## src/rtl/target_pkg.sv

```systemverilog
`default_nettype none
// ============================================================================
// Module      : target_pkg
// Description : Shared constants, state encoding and window helpers for the
//               target lock controller and the pixel mixer.
// Revision    : 1.0 - initial release
// ============================================================================
package target_pkg;

    localparam int NUM_TARGETS = 16;
    localparam int IDX_W       = $clog2(NUM_TARGETS);

    localparam logic [9:0] CX_MIN_DEF = 10'd288;
    localparam logic [9:0] CX_MAX_DEF = 10'd351;
    localparam logic [9:0] CY_MIN_DEF = 10'd208;
    localparam logic [9:0] CY_MAX_DEF = 10'd271;

    typedef enum logic [1:0] {
        S_IDLE   = 2'd0,
        S_SEARCH = 2'd1,
        S_LOCKED = 2'd2,
        S_COAST  = 2'd3
    } lock_state_t;

    // Inclusive rectangle test on 10-bit screen coordinates.
    function automatic logic in_window(
        input logic [9:0] x,
        input logic [9:0] y,
        input logic [9:0] x_lo,
        input logic [9:0] x_hi,
        input logic [9:0] y_lo,
        input logic [9:0] y_hi
    );
        return (x >= x_lo) && (x <= x_hi) && (y >= y_lo) && (y <= y_hi);
    endfunction

    // Cursor-in-box test; cursor is zero-extended to the 12-bit box space.
    function automatic logic in_box(
        input logic [9:0]  mx,
        input logic [9:0]  my,
        input logic [11:0] bx_lo,
        input logic [11:0] bx_hi,
        input logic [11:0] by_lo,
        input logic [11:0] by_hi
    );
        logic [11:0] ex;
        logic [11:0] ey;
        ex = {2'b00, mx};
        ey = {2'b00, my};
        return (ex >= bx_lo) && (ex <= bx_hi) && (ey >= by_lo) && (ey <= by_hi);
    endfunction

endpackage
`default_nettype wire

```

## src/rtl/click_edge_det.sv

```systemverilog
`default_nettype none
// ============================================================================
// Module      : click_edge_det
// Description : Registers both mouse buttons and flags their rising edges.
// Revision    : 1.0 - initial release
// ============================================================================
module click_edge_det (
    input  logic clk,
    input  logic reset,
    input  logic click_l,
    input  logic click_r,
    output logic edge_l,
    output logic edge_r
);

    logic r_cur_l;
    logic r_prev_l;
    logic r_cur_r;
    logic r_prev_r;

    always_ff @(posedge clk) begin
        if (reset) begin
            r_cur_l  <= 1'b0;
            r_prev_l <= 1'b0;
            r_cur_r  <= 1'b0;
            r_prev_r <= 1'b0;
        end else begin
            r_cur_l  <= click_l;
            r_prev_l <= r_cur_l;
            r_cur_r  <= click_r;
            r_prev_r <= r_cur_r;
        end
    end

    // Both terms are flops, so the edge flags are glitch-free.
    assign edge_l = r_cur_l & ~r_prev_l;
    assign edge_r = r_cur_r & ~r_prev_r;

endmodule
`default_nettype wire

```

## src/rtl/target_lock_ctrl.sv

```systemverilog
`default_nettype none
// ============================================================================
// Module      : target_lock_ctrl
// Description : Click-to-lock target tracker: serial box search, frame-based
//               lock maintenance with coast-through of missed detections.
// Revision    : 1.0 - initial release
// ============================================================================
module target_lock_ctrl
    import target_pkg::*;
#(
    parameter int         LOST_FRAMES = 8,
    parameter logic [9:0] CX_MIN      = CX_MIN_DEF,
    parameter logic [9:0] CX_MAX      = CX_MAX_DEF,
    parameter logic [9:0] CY_MIN      = CY_MIN_DEF,
    parameter logic [9:0] CY_MAX      = CY_MAX_DEF
) (
    input  logic             clk,
    input  logic             reset,
    input  logic             frame_tick,
    input  logic [15:0]      aim_detected_all,
    input  logic [15:0][9:0] aim_x_all,
    input  logic [15:0][9:0] aim_y_all,
    input  logic [15:0][11:0] box_x_min_all,
    input  logic [15:0][11:0] box_x_max_all,
    input  logic [15:0][11:0] box_y_min_all,
    input  logic [15:0][11:0] box_y_max_all,
    input  logic [9:0]       mouse_x_pixel,
    input  logic [9:0]       mouse_y_pixel,
    input  logic             click_l,
    input  logic             click_r,
    input  logic             target_off,
    output logic             is_locked,
    output logic [3:0]       locked_idx,
    output logic             center_hit,
    output logic [1:0]       lock_state
);

    localparam int c_MISS_W = $clog2(LOST_FRAMES + 1);
    localparam logic [IDX_W-1:0] c_LAST_IDX = IDX_W'(NUM_TARGETS - 1);

    lock_state_t         r_state;
    logic                r_is_locked;
    logic [IDX_W-1:0]    r_locked_idx;
    logic                r_center_hit;
    logic [c_MISS_W-1:0] r_miss_cnt;
    logic [IDX_W-1:0]    r_scan_idx;
    logic [9:0]          r_mouse_x;
    logic [9:0]          r_mouse_y;

    logic w_edge_l;
    logic w_edge_r;
    logic w_hit;
    logic w_lock_det;
    logic w_lock_centered;
    logic w_miss_last;

    click_edge_det u_click_edge_det (
        .clk     (clk),
        .reset   (reset),
        .click_l (click_l),
        .click_r (click_r),
        .edge_l  (w_edge_l),
        .edge_r  (w_edge_r)
    );

    // Only the entry selected by scan_idx is compared each cycle.
    always_comb begin
        w_hit = aim_detected_all[r_scan_idx] &&
                in_box(r_mouse_x, r_mouse_y,
                       box_x_min_all[r_scan_idx], box_x_max_all[r_scan_idx],
                       box_y_min_all[r_scan_idx], box_y_max_all[r_scan_idx]);
    end

    always_comb begin
        w_lock_det      = aim_detected_all[r_locked_idx];
        w_lock_centered = in_window(aim_x_all[r_locked_idx], aim_y_all[r_locked_idx],
                                    CX_MIN, CX_MAX, CY_MIN, CY_MAX);
        w_miss_last     = (int'(r_miss_cnt) + 1) >= LOST_FRAMES;
    end

    always_ff @(posedge clk) begin
        if (reset) begin
            r_state      <= S_IDLE;
            r_is_locked  <= 1'b0;
            r_locked_idx <= '0;
            r_center_hit <= 1'b0;
            r_miss_cnt   <= '0;
            r_scan_idx   <= '0;
            r_mouse_x    <= '0;
            r_mouse_y    <= '0;
        end else if (target_off || w_edge_r) begin
            // Forced unlock; locked_idx deliberately keeps its last value.
            r_state      <= S_IDLE;
            r_is_locked  <= 1'b0;
            r_center_hit <= 1'b0;
            r_miss_cnt   <= '0;
        end else begin
            case (r_state)
                S_IDLE: begin
                    if (w_edge_l) begin
                        r_mouse_x  <= mouse_x_pixel;
                        r_mouse_y  <= mouse_y_pixel;
                        r_scan_idx <= '0;
                        r_state    <= S_SEARCH;
                    end
                end
                S_SEARCH: begin
                    if (w_hit) begin
                        r_state      <= S_LOCKED;
                        r_is_locked  <= 1'b1;
                        r_locked_idx <= r_scan_idx;
                    end else if (r_scan_idx == c_LAST_IDX) begin
                        r_state      <= S_IDLE;
                        r_center_hit <= 1'b0;
                        r_miss_cnt   <= '0;
                    end else begin
                        r_scan_idx <= r_scan_idx + 1'b1;
                    end
                end
                S_LOCKED: begin
                    if (frame_tick) begin
                        if (w_lock_det) begin
                            r_center_hit <= w_lock_centered;
                        end else begin
                            r_miss_cnt   <= c_MISS_W'(1);
                            r_center_hit <= 1'b0;
                            r_state      <= S_COAST;
                        end
                    end
                end
                S_COAST: begin
                    if (frame_tick) begin
                        if (w_lock_det) begin
                            r_miss_cnt <= '0;
                            r_state    <= S_LOCKED;
                        end else if (w_miss_last) begin
                            r_miss_cnt   <= '0;
                            r_center_hit <= 1'b0;
                            r_is_locked  <= 1'b0;
                            r_state      <= S_IDLE;
                        end else begin
                            r_miss_cnt <= r_miss_cnt + 1'b1;
                        end
                    end
                end
                default: begin
                    r_state     <= S_IDLE;
                    r_is_locked <= 1'b0;
                end
            endcase
        end
    end

    assign is_locked  = r_is_locked;
    assign locked_idx = r_locked_idx;
    assign center_hit = r_center_hit;
    assign lock_state = r_state;

endmodule
`default_nettype wire

```

## config.mk

```make
export PLATFORM = sky130hd
export DESIGN_NAME = target_lock_ctrl
export DESIGN_NICKNAME = d
export VERILOG_FILES = /design/src/rtl/target_pkg.sv /design/src/rtl/click_edge_det.sv /design/src/rtl/target_lock_ctrl.sv
export SDC_FILE = /design/constraint.sdc
export NUM_CORES = 1
export LEC_CHECK = 0
export ABC_CLOCK_PERIOD_IN_PS = 5040
export BUFFER_PORTS_ARGS = -buffer_cell sky130_fd_sc_hd__buf_2
export CORE_AREA = 2 2 442 444
export CTS_CLUSTER_DIAMETER = 40
export DETAILED_ROUTE_END_ITERATION = 8
export DIE_AREA = 0 0 444 446
export PLACE_DENSITY = 0.3
export SYNTH_ARGS = -nofsm -noshare
export SYNTH_HDL_FRONTEND = slang
export SYNTH_SLANG_ARGS = --single-unit
```

## constraint.sdc

```tcl
create_clock -name clk -period 5.04 [get_ports clk]
set_clock_uncertainty 0.2 [all_clocks]
set_input_delay 1.008 -clock clk [delete_from_list [all_inputs] [get_ports clk]]
set_output_delay 1.008 -clock clk [all_outputs]
set_load 0.02 [all_outputs]
```

==> results of run 1 <==
[cells in the final DEF, fill, tap and decap left out, types with 17 or more instances in the layout]
master / instances
nor2_1: 37
nor3_1: 37
dfxtp_1: 35
a21oi_1: 56
buf_2: 993
nor4_1: 21
buf_4: 46
inv_1: 49
mux4_2: 229
diode_2: 17
nand3_1: 21
nand2_1: 70
ha_1: 43
[per-stage QoR]
stage	hold slack, ns	instance area, um2	cells	setup slack, ns	power, W
6_report	0.267	18200	4403	0.549	0.00151
5_1_grt	0.277	18100	4399	0.233	0.00161
4_1_cts	0.265	18100	4386	0.329	0.00156
3_5_place_dp	0.254	17900	4378	0.0318	0.00115
3_3_place_gp	0.252	17900	4378	0.00664	0.00114
2_1_floorplan	0.236	9560	862	0.676	0.000579
[path summary, 6_finish.rpt]
kind | from | end | slack, ns | cells after the start
setup / recovery | r_scan_idx[0]$_SDFFE_PP0P_ | lock_state[1]$_SDFFE_PP0P_ | 0.55 | 16
setup reg to reg | r_scan_idx[0]$_SDFFE_PP0P_ | lock_state[1]$_SDFFE_PP0P_ | 0.55 | 16
hold reg to reg | r_mouse_x[0]$_SDFFE_PP0P_ | r_mouse_x[0]$_SDFFE_PP0P_ | 0.27 | 2
hold / removal | r_mouse_x[0]$_SDFFE_PP0P_ | r_mouse_x[0]$_SDFFE_PP0P_ | 0.27 | 2
[cell usage after synthesis, types with 7 or more instances]
cell	instances	area share
mux4_2	229	0.54
nand2_1	70	0.027
a21oi_1	56	0.029
inv_1	50	0.020
ha_1	43	0.056
dfxtp_1	40	0.084
nor3_1	38	0.020
nor2_1	37	0.015
clkbuf_1	33	0.013
nor4_1	22	0.014
nand3_1	21	0.011
buf_2	20	0.010
buf_6	15	0.018
o21ai_0	14	0.0073
a211oi_1	11	0.0086
nand2b_1	11	0.0072
nand4_1	11	0.0072
nor2b_1	11	0.0072
nor4b_1	10	0.0092
a31oi_1	9	0.0059
mux2i_1	7	0.0073
[worst register-to-register path, delay by kind of cell (launching register included)]
family | cells | cell delay, ns
and+or+nand+nor | 3 | 0.60
DFF | 1 | 0.44
buffers and inverters | 5 | 0.91
muxes | 2 | 1.13
adders and majority gates | 1 | 0.24
AOI/OAI and AO/OA | 5 | 0.91
[power breakdown]
part / total [W] / internal (W) / switching, W
registers: 0.000329 / 0.000321 / 0.00000835
logic: 0.000783 / 0.000456 / 0.000327
clock network: 0.000398 / 0.000236 / 0.000162
total: 0.00151 / 0.00101 / 0.000497
[cell type report]
type                            instances  area, um2  area share
Inverter                               51        194      0.0107
Multi-Input combinational cell        690       8120       0.447
Clock buffer                            5        125     0.00689
Sequential cell                        40        815      0.0449
Antenna cell                           17       42.5     0.00234
Clock inverter                          3       46.3     0.00255
Timing Repair Buffer                 1055       5640       0.310
Tap cell                             2542       3180       0.175
[registers in the layout, summed over array words and instances, names as in the netlist, 2 cells and up]
register	flops
r_mouse_y	10
r_miss_cnt	4
r_mouse_x	10
locked_idx	4
lock_state	2
r_scan_idx	4
[per-layer routing]
metal  vias to the layer above  wire [um]  GRT usage
met5                         -        224          0
met4                        36       3180     0.0270
met3                       157       6100     0.0189
met2                       695      49400      0.170
li1                       5595          -          -
met1                      6084      34300     0.0968
[logic make-up (layout without fill, tap and decap cells)]
| family | Yosys count | in the layout | synth area share |
|---|---|---|---|
| simple gates | 257 | 257 | 0.137 |
| mux | 237 | 237 | 0.548 |
| fa+ha+maj | 43 | 43 | 0.0563 |
| buf+inv | 132 | 1114 | 0.0687 |
| xor+xnor | 4 | 4 | 0.00366 |
| compound gates | 149 | 149 | 0.102 |
| flops | 40 | 40 | 0.0837 |
| other cells | 0 | 17 | 0 |
==> metrics.yaml, run 1 <==
crit_chain: "buf_12 -> buf_12 -> mux4_2 -> mux4_2 -> inv_1 -> ha_1 -> nor2b_1 -> o211ai_1 -> a21oi_1 -> a211oi_1 -> o311a_1 -> nand3_1 -> buf_4 -> or2_2 -> buf_4 -> a21oi_1"
portBuffers: 993
rsz0062_at_grt: "false"
outcome: "finished clean"
ys_ff_latch: 40
final_util: 0.0938
fin_crit_ns: 4.49
drt_first_iter_violations: 542
cp_data_required_time_ns: 5.08
viasPerCell: 2.85
synth_edf_count: 0
die_width_um: 444
netlist_area_um2: 9560
cp_slowest_cell: "mux4_2"
core_um2: 194000
cts_tree: "done"
antenna_left: 0
cp_max_fo: 17
cts_num_sinks: 40
startpoint_type: "flop"
tns_ns: 0
p_leak_nw: 7.17
drtPass1Iterations: 4
critPathKind: "flop to flop"
relSlewSlack: 0.273
critPathCaptureType: "flop"
grt.total_usage: 0.0888
clockBufferDepth: 2
fmax_ghz: 0.223
cts_setup_buffers: 0
hold_viol: 0
synth_warnings: 0
peakVddDrop_mv: 0.101
die_h_um: 446
pwr_density_cell_nw_per_um2: 83.2
die_area_um2: 198000
syn_nets: 2035
grt_pass1_wl_um: 118000
grt_max_degree: 40
grt_pass1_vias: 13239
ios: 1138
slew_violations: 0
ctsResizeCount: 0
wl_per_cell_um: 21.2
htree_levels: 2
crit_buf_inv: 5
slowest_delay_ns: 0.56
grt_overflow: 0
drc: 0
yosysSeqAreaShare: 0.0837
setup_violations: 0
ys_types: 66
nets: 3016
clkLatencyLatePin_ns: 0.31
dr_total_vias: 12567
synthFlopType: "dfxtp_1"
syn_inst: 862
hold_buffers: 0
row_count: 162
wl_um: 93200
path_clk_slew_ns: 0.07
crit_family: "multiplexers"
start_util: 0.0494
async_reset_ff_frac: 0
syn2layout_area_growth_pct: 89.9
arrival_ns: 4.53
cts_buffers: 5
nFillCells: 22530
place.gp.congestion: 0.877
tightest_slew_ns: 1.08
layout-drive-gt1-share: 0.709
syn_avg_cell_area_um2: 11.1
root_buffer: "clkbuf_16"
hpwl_um: 86300
drv_cap: 0
hold_path.class: "flop to flop"
antenna_found_initial: 81
period_share: 0.891
Power figures use the tool's default switching activity.
==> run 2: changes to the inputs <==
--- a/config.mk
+++ b/config.mk
@@ -5,13 +5,15 @@
 export SDC_FILE = /design/constraint.sdc
 export NUM_CORES = 1
 export LEC_CHECK = 0
+export ABC_AREA = 1
 export ABC_CLOCK_PERIOD_IN_PS = 5040
 export BUFFER_PORTS_ARGS = -buffer_cell sky130_fd_sc_hd__buf_2
-export CORE_AREA = 2 2 442 444
+export CORE_AREA = 2 2 441 443
 export CTS_CLUSTER_DIAMETER = 40
 export DETAILED_ROUTE_END_ITERATION = 8
-export DIE_AREA = 0 0 444 446
+export DIE_AREA = 0 0 443 445
 export PLACE_DENSITY = 0.3
+export RECOVER_POWER = 50
 export SYNTH_ARGS = -nofsm -noshare
 export SYNTH_HDL_FRONTEND = slang
 export SYNTH_SLANG_ARGS = --single-unit
==> metrics.yaml, run 2 <==
outcome: "finished clean"  # unchanged
ys_types: 38  # was 66
setup_violations: 0  # unchanged
power.share.switching: 0.509  # was 0.329
cp_slowest_cell: "o221ai_1"  # was mux4_2
path_clk_slew_ns: 0.06  # was 0.07 ns
drt_first_iter_violations: 1348  # was 542
seq_power_share: 0.146  # was 0.218
ctsResizeCount: 0  # unchanged
syn2layout_area_growth_pct: 78.4  # was 89.9%
period_share: 0.894  # was 0.891
final_common_cell: "buf_2"  # unchanged
grt_pass1_vias: 18253  # was 13.2k
yosysSeqAreaShare: 0.0750  # was 0.0837
critPathCaptureType: "flop"  # unchanged
hold_buffers: 0  # unchanged
relSlewSlack: 0.217  # was 0.273
cp_data_required_time_ns: 5.07  # was 5.08 ns
drc: 0  # unchanged
cp_max_fo: 48  # was 17
dr_total_vias: 18495  # was 12.6k
peakVddDrop_mv: 0.103  # was 0.101 mV
antenna_left: 0  # unchanged
crit_chain: "inv_6 -> buf_4 -> o21ai_0 -> o221ai_1 -> buf_4 -> nand3_1 -> nand2_1 -> inv_1 -> ha_1 -> a21o_1 -> nor2_1 -> nand2_1 -> nand2_1 -> a21oi_1 -> nand2_1 -> nand2_1 -> nor2_4 -> nand4_2 -> nand2_1 -> nand2_1 -> nor2_1"  # was buf_12 -> buf_12 -> mux4_2 -> mux4_2 -> inv_1 -> ha_1 -> nor2b_1 -> o211ai_1 -> a21oi_1 -> a211oi_1 -> o311a_1 -> nand3_1 -> buf_4 -> or2_2 -> buf_4 -> a21oi_1
cts_setup_buffers: 0  # unchanged
pwr_density_cell_nw_per_um2: 128  # was 83.2 nW/um2
grt.total_usage: 0.114  # was 0.0888
antenna_found_initial: 79  # was 81
grt_pass1_wl_um: 155000  # was 118000 um
root_buffer: "clkbuf_16"  # unchanged
grt_max_degree: 79  # was 40
arrival_ns: 4.54  # was 4.53 ns
start_util: 0.0556  # was 0.0494
wl_um: 120000  # was 93200 um
synth_xor_area_frac: 0.000821  # was 0.00366
hold_path.class: "flop to flop"  # unchanged
netlist.area_leader.share: 0.195  # was 0.539
netlist_area_um2: 10700  # was 9560 um2
wl_per_cell_um: 21.8  # was 21.2 um
nFillCells: 22980  # was 22.5k
tightest_slew_ns: 1.17  # was 1.08 ns
cell_internal_pwr_w: 0.00119  # was 0.00101 W
core_um2: 192000  # was 194000 um2
fmax_ghz: 0.222  # was 0.223 GHz
syn_nets: 3218  # was 2035
cp_common_cell: "nand2_1"
synth_compound_area_frac: 0.400  # was 0.102
combPwrFrac: 0.696  # was 0.519
reg_top3: "r_mouse_x: 10 flops, r_mouse_y: 10 flops"  # unchanged
tns_ns: 0  # unchanged
layout-drive-gt1-share: 0.372  # was 0.709
synthAdderAreaFrac: 0.0504  # was 0.0563
startpoint_type: "flop"  # unchanged
synthMuxAreaShare: 0  # was 0.548
async_reset_ff_frac: 0  # unchanged
drv_cap: 0  # unchanged
power.share.clock: 0.158  # was 0.263
grt_overflow: 0  # unchanged
row_count: 161  # was 162
nets: 4113  # was 3016
die_width_um: 443  # was 444 um
p_switching_w: 0.00124  # was 0.000497 W
ys_ff_latch: 40  # unchanged
synthTopCellsByCount: "nor2_1, o21ai_0, nand2_1"  # was mux4_2, nand2_1, a21oi_1
final_util: 0.0992  # was 0.0938
viasPerCell: 3.37  # was 2.85
hold_viol: 0  # unchanged
synth_top_cell_by_area: "o21ai_0"  # was mux4_2
clockBufferDepth: 2  # unchanged
synth_top_family_by_area: "compound AO/OA/AOI/OAI gates"  # was multiplexers
fin_crit_ns: 4.50  # was 4.49 ns
p_leak_nw: 8.71  # was 7.17 nW
layout_common_cells: "buf_2, nor2_1, o21ai_0, nand2_1, o221ai_1"  # was buf_2, mux4_2, nand2_1, a21oi_1, inv_1
syn_inst: 2045  # was 862
ios: 1138  # unchanged
critPathKind: "flop to flop"  # unchanged
rsz0062_at_grt: "false"  # unchanged
die_h_um: 445  # was 446 um
place.gp.congestion: 0.922  # was 0.877
synth_warnings: 0  # unchanged
clkLatencyLatePin_ns: 0.30  # was 0.31 ns
htree_levels: 2  # unchanged
syn_avg_cell_area_um2: 5.22  # was 11.1 um2
synth_top_cells_by_area: "o21ai_0, nor2_1, o221ai_1, nand2_1, dfxtp_1"  # was mux4_2, dfxtp_1, ha_1, a21oi_1, nand2_1
cts_tree: "done"  # unchanged
synthFlopType: "dfxtp_1"  # unchanged
slew_violations: 0  # unchanged
yosysMostFrequentCell: "nor2_1"  # was mux4_2
synthSimpleGateAreaFrac: 0.356  # was 0.137
slowest_delay_ns: 0.61  # was 0.56 ns
die_area_um2: 197000  # was 198000 um2
cts_num_sinks: 40  # unchanged
synth_edf_count: 0  # unchanged
portBuffers: 993  # unchanged
post-place-ws_ns: 0.228  # was 0.0318 ns
cts_buffers: 5  # unchanged
setup_ws_ns: 0.536  # was 0.549 ns
drtPass1Iterations: 6  # was 4
total_power_w: 0.00243  # was 0.00151 W
hpwl_um: 104000  # was 86300 um
## run 2: cell types whose count changed after synthesis, sizes merged, moves of 13 or more
cell	delta
nor2	+468
o21ai	+409
mux4	-229
nand2	+201
o221ai	+136
clkbuf	+102
nand3	+101
inv	+82
o211ai	+42
o22ai	+35
nor4	-22
a21oi	-13
## run 2: power by group through the flow
stage / clock network, W / logic (W) / registers (W)
floorplan: 0 / 0.000724 / 0.000344
CTS: 0.000398 / 0.00178 / 0.000358
global placement: 0 / 0.00177 / 0.000366
global route: 0.000410 / 0.00190 / 0.000358
finish: 0.000384 / 0.00169 / 0.000354
detailed placement: 0 / 0.00177 / 0.000365
## run 2: worst paths after layout
check / startpoint / slack, ns / end / cells past startpoint
max: r_scan_idx[1]$_SDFFE_PP0P_ / 0.54 / locked_idx[3]$_SDFFE_PP0P_ / 21
min: u_click_edge_det.r_cur_r$_SDFF_PP0_ / 0.23 / u_click_edge_det.r_prev_r$_SDFF_PP0_ / 2
max reg2reg: r_scan_idx[1]$_SDFFE_PP0P_ / 0.54 / locked_idx[3]$_SDFFE_PP0P_ / 21
min reg2reg: u_click_edge_det.r_cur_r$_SDFF_PP0_ / 0.23 / u_click_edge_det.r_prev_r$_SDFF_PP0_ / 2
## run 2: layout make-up
type	count	area [um2]	share of cell area
diodes	28	70.1	0.00368
clock buffers	5	125	0.00657
clock inverters	3	42.5	0.00223
inverters	134	520	0.0273
multi-input cells	1689	8610	0.452
flip-flops and latches	40	817	0.0429
well taps	2526	3160	0.166
repair buffers	1070	5700	0.299
## run 2: critical path: cells and delay by family (launching register included)
family / cells / cell delay (ns)
simple gates: 12 / 1.29
buf+inv: 4 / 1.16
compound gates: 4 / 1.00
flops: 1 / 0.43
fa+ha+maj: 1 / 0.28
## run 2: per-stage QoR
stage | std cells | hold slack (ns) | cell area, um2
finish | 5495 | 0.227 | 19000
global placement | 5459 | 0.219 | 18800
global route | 5469 | 0.260 | 19000
CTS | 5467 | 0.230 | 19000
detailed placement | 5459 | 0.220 | 18800
floorplan | 2045 | 0.202 | 10700
## run 2: cell families (layout without fill, tap and decap cells)
logic type | count (synthesis) | in the layout
adder cells (fa/ha/maj) | 43 | 43
flip-flops | 40 | 40
XOR/XNOR | 1 | 1
buffers and inverters | 316 | 1212
AO/OA/AOI/OAI | 705 | 705
AND/OR/NAND/NOR | 940 | 940
other | 0 | 28
## run 2: layer usage
layer  GRT usage  routed length [um]  up-vias
li1            -                   -     8948
met1       0.134               47900     8530
met2       0.219               62800      834
met3      0.0186                6800      161
met4      0.0152                2310       22
met5           0                 147        -
==> run 3: changes to the inputs <==
--- a/config.mk
+++ b/config.mk
@@ -8,10 +8,10 @@
 export ABC_AREA = 1
 export ABC_CLOCK_PERIOD_IN_PS = 5040
 export BUFFER_PORTS_ARGS = -buffer_cell sky130_fd_sc_hd__buf_2
-export CORE_AREA = 2 2 441 443
+export CORE_AREA = 3 3 442 444
 export CTS_CLUSTER_DIAMETER = 40
 export DETAILED_ROUTE_END_ITERATION = 8
-export DIE_AREA = 0 0 443 445
+export DIE_AREA = 0 0 445 447
 export PLACE_DENSITY = 0.3
 export RECOVER_POWER = 50
 export SYNTH_ARGS = -nofsm -noshare
==> metrics.yaml, run 3 (synthesis gave the netlist of run 2 again) <==
clkLatencyLatePin_ns: 0.30  # about the same
die_h_um: 447  # was 445 um
period_share: 0.920  # was 0.894
pwr_density_cell_nw_per_um2: 126  # was 128 nW/um2
row_count: 161  # unchanged
slew_violations: 48  # was 0
dr_wl_met3_um: 6040  # was 6800 um
top_layer_used: "met5"  # unchanged
layout_common_cells: "buf_2, nor2_1, o21ai_0, nand2_1, o221ai_1"  # unchanged
hold-worst-slack_ns: 0.223  # was 0.227 ns
tightest_slew_ns: 2.33  # was 1.17 ns
clockBufferDepth: 2  # unchanged
final_common_cell: "buf_2"  # unchanged
portBuffers: 993  # unchanged
slowest_delay_ns: 0.61  # about the same
tns_ns: 0  # unchanged
reg_top3: "r_mouse_x: 10 flops, r_mouse_y: 10 flops"  # unchanged
place.gp.congestion: 0.848  # was 0.922
ios: 1138  # unchanged
start_util: 0.0556  # unchanged
final_area_um2: 18900  # was 19000 um2
drtPass1Iterations: 8  # was 6
crit_chain: "inv_8 -> buf_12 -> buf_4 -> o21ai_0 -> o221ai_1 -> nand3_1 -> nand2_1 -> inv_1 -> ha_1 -> inv_1 -> o31a_1 -> nand2_1 -> nand2_1 -> nand2_1 -> nand2_1 -> inv_1 -> nand3_4 -> nand2_4 -> o21ai_1 -> nor2_1"  # was inv_6 -> buf_4 -> o21ai_0 -> o221ai_1 -> buf_4 -> nand3_1 -> nand2_1 -> inv_1 -> ha_1 -> a21o_1 -> nor2_1 -> nand2_1 -> nand2_1 -> a21oi_1 -> nand2_1 -> nand2_1 -> nor2_4 -> nand4_2 -> nand2_1 -> nand2_1 -> nor2_1
outcome: "finished, violations left"  # was finished clean
cp_data_required_time_ns: 5.05  # was 5.07 ns
hpwl_um: 102000  # was 104000 um
antenna_found_initial: 68  # was 79
cts_tree: "done"  # unchanged
htree_levels: 2  # unchanged
core_um2: 192000  # unchanged
startpoint_type: "flop"  # unchanged
crit_family: "simple AND/OR/NAND/NOR gates"  # unchanged
p_leak_nw: 8.67  # was 8.71 nW
syn2layout_area_growth_pct: 77.4  # was 78.4%
cp_max_fo: 33  # was 48
cp_slowest_cell: "o221ai_1"  # unchanged
cts_num_sinks: 40  # unchanged
hold_viol: 0  # unchanged
path_clk_slew_ns: 0.06  # about the same
drv_cap: 1  # was 0
total_power_w: 0.00239  # was 0.00243 W
critPathKind: "flop to flop"  # unchanged
ctsResizeCount: 0  # unchanged
setup_violations: 0  # unchanged
grt_overflow: 0  # unchanged
peakVddDrop_mv: 0.111  # was 0.103 mV
hold_buffers: 0  # unchanged
grt_pass1_vias: 18245  # was 18.3k
die_width_um: 445  # was 443 um
dpl_cell_area_um2: 18800  # about the same
grt_pass1_wl_um: 153000  # was 155000 um
wl_per_cell_um: 21.8  # about the same
fmax_ghz: 0.216  # was 0.222 GHz
dr_total_vias: 18368  # was 18.5k
die_area_um2: 199000  # was 197000 um2
grt.total_usage: 0.111  # was 0.114
nFillCells: 23014  # about the same
viasPerCell: 3.36  # was 3.37
rsz0062_at_grt: "false"  # unchanged
cp_common_cell: "nand2_1"  # unchanged
route.met2.wl_um: 63000  # was 62800 um
hold_path.class: "flop to flop"  # unchanged
violations: "max-capacitance violations, max-slew violations"
wl_met1_um: 48600  # was 47900 um
critPathCaptureType: "flop"  # unchanged
crit_buf_inv: 6  # was 4
wl_um: 119000  # was 120000 um
drc: 0  # unchanged
fin_crit_ns: 4.63  # was 4.50 ns
layout-drive-gt1-share: 0.370  # was 0.372
cts_setup_buffers: 0  # unchanged
relSlewSlack: -0.556  # was 0.217
root_buffer: "clkbuf_16"  # unchanged
cts_buffers: 5  # unchanged
antenna_left: 0  # unchanged
arrival_ns: 4.64  # was 4.54 ns
grt_max_degree: 119  # was 79
nets: 4107  # was 4113
drt_first_iter_violations: 1157  # was 1348
==> run 3: cell type report <==
cell class | count | area [um2] | area share
diodes | 13 | 32.5 | 0.00172
well taps | 2526 | 3160 | 0.167
clock inverters | 1 | 5.00 | 0.000264
flip-flops and latches | 40 | 817 | 0.0432
multi-input cells | 1689 | 8610 | 0.455
clock buffers | 7 | 154 | 0.00813
inverters | 134 | 519 | 0.0274
repair buffers | 1064 | 5630 | 0.298
==> run 3: path summary, 6_finish.rpt <==
check                                            from                                    to  slack [ns]  cells after the start
setup / recovery           r_scan_idx[0]$_SDFFE_PP0P_            r_scan_idx[0]$_SDFFE_PP0P_        0.41                     20
hold / removal    u_click_edge_det.r_cur_l$_SDFF_PP0_  u_click_edge_det.r_prev_l$_SDFF_PP0_        0.22                      2
setup reg to reg           r_scan_idx[0]$_SDFFE_PP0P_            r_scan_idx[0]$_SDFFE_PP0P_        0.41                     20
hold reg to reg   u_click_edge_det.r_cur_l$_SDFF_PP0_  u_click_edge_det.r_prev_l$_SDFF_PP0_        0.22                      2
==> run 3: power breakdown <==
group / leakage (nW) / switching [W] / internal [W]
registers: 0.329 / 0.0000303 / 0.000329
clock network: 0.0791 / 0.000145 / 0.000213
logic: 8.26 / 0.00105 / 0.000627
total: 8.67 / 0.00122 / 0.00117
==> run 3: worst min-delay path, cell delays in order, from the launching register on <==
cell	delay [ns]
dfxtp_1	0.29
inv_1	0.05
nor2_1	0.03
==> run 3: metal layers <==
| layer | vias to the layer above | track usage |
|---|---|---|
| met4 | 12 | 0.0111 |
| met2 | 807 | 0.214 |
| met5 | - | 0 |
| li1 | 8916 | - |
| met3 | 134 | 0.0157 |
| met1 | 8499 | 0.134 |
==> run 3: per-stage QoR <==
| stage | util | cells | setup WS (ns) |
|---|---|---|---|
| after floorplan | - | 2045 | 1.69 |
| after global placement | 0.0977 | 5453 | 0.274 |
| after detailed placement | 0.0977 | 5453 | 0.313 |
| after CTS | 0.0986 | 5461 | 0.285 |
| after global routing | 0.0985 | 5470 | 0.113 |
| final | 0.0986 | 5474 | 0.406 |
